--- src/rtl/reg_file_bist_ctrl.sv ---
// Built-in self test for the 32x32 register file: writes a pattern, reads it back
// on both read ports and counts mismatches, first with the true pattern, then inverted.
module reg_file_bist_ctrl #(
    parameter logic [31:0] SEED    = 32'h00414020,
    parameter bit          R0_ZERO = 1'b1
) (
    input  logic        CLK,
    input  logic        RST,
    input  logic        START,
    output logic        BUSY,
    output logic        DONE,
    output logic        PASS,
    output logic [7:0]  ERR_COUNT,
    output logic [4:0]  FAIL_ADDR,
    output logic [4:0]  ADDR_W,
    output logic [31:0] DATA_W,
    output logic [4:0]  ADDR_R1,
    output logic [4:0]  ADDR_R2,
    output logic        READ,
    output logic        WRITE,
    input  logic [31:0] DATA_R1,
    input  logic [31:0] DATA_R2
);

    typedef enum logic [2:0] {S_IDLE, S_WR, S_RD, S_CHK, S_FIN} state_e;

    state_e      state_q;
    logic        pass_q;
    logic [4:0]  idx_q;
    logic [4:0]  idx_inc;
    logic        busy_q, done_q, ok_q;
    logic [7:0]  err_q, err_d;
    logic [4:0]  fail_addr_q, fail_addr_d;
    logic        seen_q, seen_d;
    logic [4:0]  addr_w_q, addr_r1_q, addr_r2_q;
    logic [31:0] data_w_q;
    logic        read_q, write_q;
    logic [31:0] exp1_q, exp2_q;
    logic        cmp_v_q;
    logic [31:0] cexp1_q, cexp2_q;
    logic [4:0]  caddr1_q, caddr2_q;
    logic        mis1, mis2;
    logic [8:0]  err_sum;

    function automatic logic [31:0] pattern(input logic [4:0] a, input logic inv);
        logic [31:0] p;
        p = SEED + {27'd0, a};
        return inv ? ~p : p;
    endfunction

    function automatic logic [31:0] expected(input logic [4:0] a, input logic inv);
        if (R0_ZERO && (a == 5'd0))
            return '0;
        return pattern(a, inv);
    endfunction

    // Read data appears one edge after the strobe; expectations are carried one
    // extra stage so the compare lands on the edge after that.
    always_comb begin
        idx_inc     = idx_q + 5'd1;
        mis1        = cmp_v_q && (DATA_R1 !== cexp1_q);
        mis2        = cmp_v_q && (DATA_R2 !== cexp2_q);
        err_sum     = {1'b0, err_q} + {8'd0, mis1} + {8'd0, mis2};
        err_d       = err_sum[8] ? 8'hFF : err_sum[7:0];
        fail_addr_d = fail_addr_q;
        if (!seen_q && mis1)
            fail_addr_d = caddr1_q;
        else if (!seen_q && mis2)
            fail_addr_d = caddr2_q;
        seen_d      = seen_q | mis1 | mis2;
    end

    always_ff @(posedge CLK or negedge RST) begin
        if (!RST) begin
            state_q     <= S_IDLE;
            pass_q      <= 1'b0;
            idx_q       <= '0;
            busy_q      <= 1'b0;
            done_q      <= 1'b0;
            ok_q        <= 1'b0;
            err_q       <= '0;
            fail_addr_q <= '0;
            seen_q      <= 1'b0;
            addr_w_q    <= '0;
            data_w_q    <= '0;
            addr_r1_q   <= '0;
            addr_r2_q   <= '0;
            read_q      <= 1'b0;
            write_q     <= 1'b0;
            exp1_q      <= '0;
            exp2_q      <= '0;
            cmp_v_q     <= 1'b0;
            cexp1_q     <= '0;
            cexp2_q     <= '0;
            caddr1_q    <= '0;
            caddr2_q    <= '0;
        end else begin
            cmp_v_q     <= read_q;
            cexp1_q     <= exp1_q;
            cexp2_q     <= exp2_q;
            caddr1_q    <= addr_r1_q;
            caddr2_q    <= addr_r2_q;
            err_q       <= err_d;
            fail_addr_q <= fail_addr_d;
            seen_q      <= seen_d;
            case (state_q)
                S_IDLE, S_FIN: begin
                    if (START) begin
                        state_q     <= S_WR;
                        pass_q      <= 1'b0;
                        idx_q       <= '0;
                        busy_q      <= 1'b1;
                        done_q      <= 1'b0;
                        ok_q        <= 1'b0;
                        err_q       <= '0;
                        fail_addr_q <= '0;
                        seen_q      <= 1'b0;
                        write_q     <= 1'b1;
                        addr_w_q    <= '0;
                        data_w_q    <= pattern(5'd0, 1'b0);
                    end
                end
                S_WR: begin
                    if (idx_q == 5'd31) begin
                        state_q   <= S_RD;
                        idx_q     <= '0;
                        write_q   <= 1'b0;
                        addr_w_q  <= '0;
                        data_w_q  <= '0;
                        read_q    <= 1'b1;
                        addr_r1_q <= 5'd0;
                        addr_r2_q <= 5'd31;
                        exp1_q    <= expected(5'd0, pass_q);
                        exp2_q    <= expected(5'd31, pass_q);
                    end else begin
                        idx_q    <= idx_inc;
                        addr_w_q <= idx_inc;
                        data_w_q <= pattern(idx_inc, pass_q);
                    end
                end
                S_RD: begin
                    if (idx_q == 5'd31) begin
                        state_q   <= S_CHK;
                        idx_q     <= '0;
                        read_q    <= 1'b0;
                        addr_r1_q <= '0;
                        addr_r2_q <= '0;
                    end else begin
                        idx_q     <= idx_inc;
                        addr_r1_q <= idx_inc;
                        addr_r2_q <= 5'd31 - idx_inc;
                        exp1_q    <= expected(idx_inc, pass_q);
                        exp2_q    <= expected(5'd31 - idx_inc, pass_q);
                    end
                end
                S_CHK: begin
                    if (!pass_q) begin
                        state_q  <= S_WR;
                        pass_q   <= 1'b1;
                        idx_q    <= '0;
                        write_q  <= 1'b1;
                        addr_w_q <= '0;
                        data_w_q <= pattern(5'd0, 1'b1);
                    end else begin
                        // err_d includes the final read compared on this edge
                        state_q <= S_FIN;
                        busy_q  <= 1'b0;
                        done_q  <= 1'b1;
                        ok_q    <= (err_d == 8'd0);
                    end
                end
                default: begin
                    state_q <= S_IDLE;
                    busy_q  <= 1'b0;
                    read_q  <= 1'b0;
                    write_q <= 1'b0;
                end
            endcase
        end
    end

    assign BUSY      = busy_q;
    assign DONE      = done_q;
    assign PASS      = ok_q;
    assign ERR_COUNT = err_q;
    assign FAIL_ADDR = fail_addr_q;
    assign ADDR_W    = addr_w_q;
    assign DATA_W    = data_w_q;
    assign ADDR_R1   = addr_r1_q;
    assign ADDR_R2   = addr_r2_q;
    assign READ      = read_q;
    assign WRITE     = write_q;

endmodule
--- config.mk ---
export PLATFORM = sky130hd
export DESIGN_NAME = reg_file_bist_ctrl
export DESIGN_NICKNAME = d
export VERILOG_FILES = /design/src/rtl/reg_file_bist_ctrl.sv
export SDC_FILE = /design/constraint.sdc
export NUM_CORES = 1
export LEC_CHECK = 0
export CELL_PAD_IN_SITES_DETAIL_PLACEMENT = 0
export CELL_PAD_IN_SITES_GLOBAL_PLACEMENT = 2
export CORE_MARGIN = 2
export CORE_UTILIZATION = 31
export CTS_CLUSTER_SIZE = 8
export DETAILED_ROUTE_END_ITERATION = 7
export HOLD_SLACK_MARGIN = 0.03
export PLACE_DENSITY_LB_ADDON = 0.1
export RECOVER_POWER = 100
export SYNTH_ARGS = -nofsm -noshare
export SYNTH_HDL_FRONTEND = slang
export SYNTH_SLANG_ARGS = --single-unit
--- constraint.sdc ---
create_clock -name CLK -period 4.2 [get_ports CLK]
set_clock_uncertainty 0.1 [all_clocks]
set_input_delay 1.26 -clock CLK [delete_from_list [all_inputs] [get_ports CLK]]
set_output_delay 1.26 -clock CLK [all_outputs]
set_load 0.01 [all_outputs]
# == Word level (Yosys, flattened, before mapping) ==
# Index checks and enable logic that the tools add are counted.
# totals
out_inout_bits,65
register_bits,214
word_cells,138
# classes
add_sub_neg,6
eq_ne,13
bitwise_logic,7
reduce_logical,26
n_mux,64
# op_table
cell,count
two-way mux 32 bit,16
one-hot mux 32 bit (2 select lines),2
one-hot mux 32 bit (3 select lines),1
!== test 32 bit,2
NOT 24 -> 32 bit,2
two-way mux 5 bit,10
adder 23 x 5 -> 24 bit (first input constant),2
one-hot mux 5 bit (3 select lines),2
two-way mux 8 bit,3
AND reduction 3 bit,7
one-hot mux 5 bit (2 select lines),2
two-way mux 1 bit,17
two-way mux 3 bit,4
!= test 2 bit (second input constant),6
one-hot mux 3 bit (4 select lines),1
zero test 5 bit,2
adder 8 x 1 -> 9 bit,1
adder 9 x 1 -> 9 bit,1
zero test 8 bit,1
== test 3 x 2 -> 1 bit (second input constant),2
one-hot mux 1 bit (2 select lines),3
one-hot mux 1 bit (3 select lines),2
nonzero test 3 bit,2
adder 5 x 1 -> 5 bit (second input constant),1
other kinds (15),24

# == Longest topological paths before layout ==
# Gate-level depths: netlist (run 1).
# logic_depth
word_depth,9
mapped_depth,14
ltp_nobuf,14

# == Worst setup path before layout (run 1) ==
# OpenSTA, ideal clock, no wires.
# synth_path
path_kind,input to register
start,input port DATA_R2[26]
end,register ok_q (netlist: PASS)
path_buffers,0
arrival_time_ns,3.660
cell_stages,13
setup_ns,0.065
slack_ns,0.375
cell_sequence,or4_4 -> nor4_4 -> o221ai_2 -> or3_1 -> nand2_1 -> fa_1 -> inv_1 -> ha_1 -> and3_1 -> nor3_1 -> a31oi_1 -> nor3_1 -> a31o_1
# synth_between
elab_chain_len,7
# synth_rtl
item,line,source
from (decl),22,input logic [31:0] DATA_R2
!== test 32 bit,62,mis2 = cmp_v_q && (DATA_R2 !== cexp2_q);
logical AND 1 bit,62,
adder 9 x 1 -> 9 bit,63,"err_sum = {1'b0, err_q} + {8'd0, mis1} + {8'd0, mis2};"
two-way mux 8 bit,64,err_d = err_sum[8] ? 8'hFF : err_sum[7:0];
zero test 8 bit,169,ok_q <= (err_d == 8'd0);
two-way mux 1 bit,157,if (!pass_q) begin
one-hot mux 1 bit (2 select lines),106,case (state_q)
to (signal assigned),169,
to (decl),31,"logic busy_q, done_q, ok_q;"
# No other way between the ends. The select of a mux whose other input is x is not followed.
# A chain may end at the register's enable or synchronous reset.

# == Worst setup path after layout (run 1) ==
# layout_path
start,input port DATA_R2[19]
end,register ok_q (netlist: PASS)
# The elaborated chain is that of the path after synthesis.

==> results of run 1 <==
-- what timing repair did --
item | in CTS | in global routing
setup endpoints to repair | 0 | 2
setup buffers | 0 | 0
gates resized for setup | 0 | 7
-- cells by family (layout without fill, tap and decap cells) --
group,count (synthesis),count (layout),synth area share
compound gates,105,105,0.161
xor+xnor,22,22,0.0443
fa+ha+maj,7,7,0.0219
buf+inv,53,181,0.0673
flops,89,89,0.512
mux,7,7,0.0161
simple gates,151,151,0.178
-- metrics by stage --
| step | setup slack, ns | util |
|---|---|---|
| floorplan | 0.375 | - |
| global placement | -0.263 | 0.420 |
| detailed placement | -0.285 | 0.420 |
| CTS | 0.0609 | 0.443 |
| global route | 0.0256 | 0.442 |
| finish | 0.192 | 0.442 |
-- cells in the mapped netlist (7+ instances only) --
master / count
inv_1: 16
buf_4: 25
dfrtp_1: 89
nand2_1: 43
or3_1: 7
xnor2_1: 11
nor4_1: 7
clkbuf_1: 10
nor3_1: 12
mux2i_1: 7
xor2_1: 11
a21oi_1: 23
nand3_1: 15
nor2_1: 27
a22o_1: 12
o21ai_0: 34
nand4_1: 12
-- placed cells by master (no fill, tap or decap), types with 2 or more instances in the layout --
cell / netlist / final
a211oi_1: 6 / 7
a211oi_2: 5 / 4
a21oi_1: 23 / 23
a22o_1: 12 / 12
a31oi_1: 4 / 4
and3_1: 2 / 2
buf_4: 25 / 10
bufinv_16: 0 / 2
clkbuf_1: 10 / 5
clkbuf_16: 0 / 9
clkbuf_2: 0 / 2
clkdlybuf4s50_1: 0 / 64
clkinv_2: 0 / 2
clkinv_4: 0 / 2
dfrtp_1: 89 / 89
dlygate4sd3_1: 0 / 66
ha_1: 6 / 6
inv_1: 16 / 16
mux2i_1: 7 / 7
nand2_1: 43 / 42
nand2b_1: 6 / 6
nand3_1: 15 / 14
nand4_1: 12 / 12
nor2_1: 27 / 27
nor2b_1: 3 / 3
nor3_1: 12 / 11
nor3b_1: 6 / 6
nor4_1: 7 / 6
o21ai_0: 34 / 38
o22a_1: 3 / 3
o22ai_1: 2 / 2
or3_1: 7 / 6
or4_1: 4 / 4
xnor2_1: 11 / 10
xor2_1: 11 / 11
-- power breakdown --
part	total, mW	switching [mW]	internal [mW]
Sequential	1.36	0.253	1.11
Clock	0.860	0.339	0.521
Combinational	1.39	0.681	0.711
-- final timing paths --
check / startpoint / endpoint / slack, ns / cells past startpoint
min in group asynchronous: RST / idx_q[0] / 1.50 / 1
min reg2reg: exp1_q[1] / cexp1_q[1] / 0.28 / 0
max reg2reg: idx_q[0] / exp2_q[4] / 1.07 / 10
min: exp1_q[1] / cexp1_q[1] / 0.28 / 0
max in group asynchronous: RST / cexp1_q[22] / 0.78 / 2
max: DATA_R2[19] / PASS / 0.19 / 13
-- cell type report --
cell class,count,area (sq um)
Clock buffer,9,225
Clock inverter,7,95.1
Fill cell,1334,7680
Inverter,17,63.8
Multi-Input combinational cell,292,1840
Sequential cell,89,2230
Tap cell,180,225
Timing Repair Buffer,148,1410
-- sequential cells by signal (all words and copies together) (netlist names), 3 cells and up --
register   count
FAIL_ADDR      5
ERR_COUNT      8
idx_q          5
exp2_q         7
exp1_q         7
ADDR_R2        5
caddr1_q       5
cexp1_q        7
ADDR_W         5
cexp2_q        7
ADDR_R1        5
DATA_W         7
caddr2_q       5
state_q        3
-- critical path, delay by kind of cell --
family,cells,cell delay (ns)
and+or+nand+nor,7,1.76
adders and majority gates,2,0.46
buffers and inverters,2,0.46
AOI/OAI and AO/OA,2,0.25
-- layer usage --
metal,track usage,vias to the layer above,wire [um]
li1,-,1787,-
met1,0.215,1729,5480
met2,0.240,102,5220
met3,0.0330,15,799
met4,0.0747,0,186
met5,0,-,0
==> run_results.csv, run 1 <==
group,metric,value,unit
timing,final-setup-viol-count,0,
timing,final.setup.tns,0,ns
power,p_per_area,594,nW/um^2
global_routing,grt.total_usage,0.158,
floorplanning,die_w,122,um
clock_network,cts_hold_buf,0,
worst_setup_path,path_cells,"clkdlybuf4s50_1 > or4_1 > nor4_2 > o221ai_2 > or3_4 > nand2_2 > fa_1 > inv_1 > ha_1 > nor3b_1 > nand4_1 > nor3_2 > a31o_1",
final_layout,area_growth,40.0,%
timing,rsz0062_at_grt,"no",
synth,synth_nets,508,
power,p_leak,2.73,nW
clock_network,cts_sinks,89,
final_layout,drive_above_1_share,0.0783,
floorplanning,die_h,122,um
timing,slew_headroom,-0.527,
floorplanning,core-area,13800,sq um
timing,max_freq,250,MHz
timing,finalCritPeriodShare,0.954,
worst_setup_path,cp-end-kind,"register",
worst_setup_path,critPathLaunchType,"input pin",
route,routedWlPerCell,15.8,um
global_routing,gr-total-overflow,0,
floorplanning,start_util,0.316,
synth,ys_types,49,
run_status,violations,"max-capacitance violations, max-slew violations",
clock_network,clock_path_buffers,2,
worst_setup_path,critPathMaxStageDelay,0.54,ns
place,io_buffers,131,
worst_setup_path,worstPathRequired,4.38,ns
final_layout,stdcell_count,742,
synth,syn_area,4350,sq um
min_path,min_path_type,"reg2reg",
final_layout,fin_area,6090,sq um
route,via_per_inst,4.90,
clock_network,cts_made_buffers,9,
global_routing,grt_pass1_vias,3548,
global_routing,grt_max_degree,42,
worst_setup_path,path_class,"in2reg",
synth,ys_ff_latch,89,
route,routed_wl,11700,um
route,drt_iter0_markers,102,
run_status,status,"finished with violations",
floorplanning,dieArea,15000,sq um
synth,ys_seq_area_frac,0.512,
global_routing,grt_pass1_wl,18200,um
place,place_hpwl,8800,um
timing,slew_violations,42,
timing,min_period,4.01,ns
global_routing,antenna_found_initial,0,
worst_setup_path,crit_path_max_fanout,2,
power,p_total,3.62,mW
clock_network,clk_pin_slew,0.06,ns
route,drc,0,
synth,postSynthCellCount,434,
place,place_area,5780,sq um
timing,hold_viol,0,
route,postRouteAntennaNets,0,
timing,holdWs,0.283,ns
synth,ys_top_cells_by_area,"dfrtp_1, buf_4, o21ai_0",
floorplanning,rows,43,
clock_network,cts_tree,"built",
flow_run,drv_cap,1,
place,dp.cells,726,
timing,worstMarginPinSlew,2.29,ns
worst_setup_path,cp_slowest_cell,"or4_1",
final_layout,layout.nets,631,
synth,avgSynthCellArea,10.0,sq um
clock_network,cts_htree_levels,3,
clock_network,cts_root_buffer,"clkbuf_16",
synth,synth_area_leader_cell,"dfrtp_1",
synth,netlist.area_leader.share,0.512,
synth,synth_edf_count,0,
synth,yosys_warnings,0,
final_layout,antennaDiodeCount,0,
worst_setup_path,arrival,4.19,ns
place,place_congestion,0.811,
route,vias,3633,
synth,ys.flop_type,"dfrtp_1",
route,first_pass_iters,4,
power,peakVddDrop,300,uV
clock_network,clk_latency,0.34,ns
synth,ys_async_sr_fraction,1.00,
floorplanning,ioPinCount,132,
No activity file was read; power rests on OpenSTA's default activity.
==> run 2, diff against run 1 <==
- SKIP_CTS_REPAIR_TIMING: unset -> 1
==> results of run 2 <==
Final layout, timing and power as in run 1 (identical DEF).
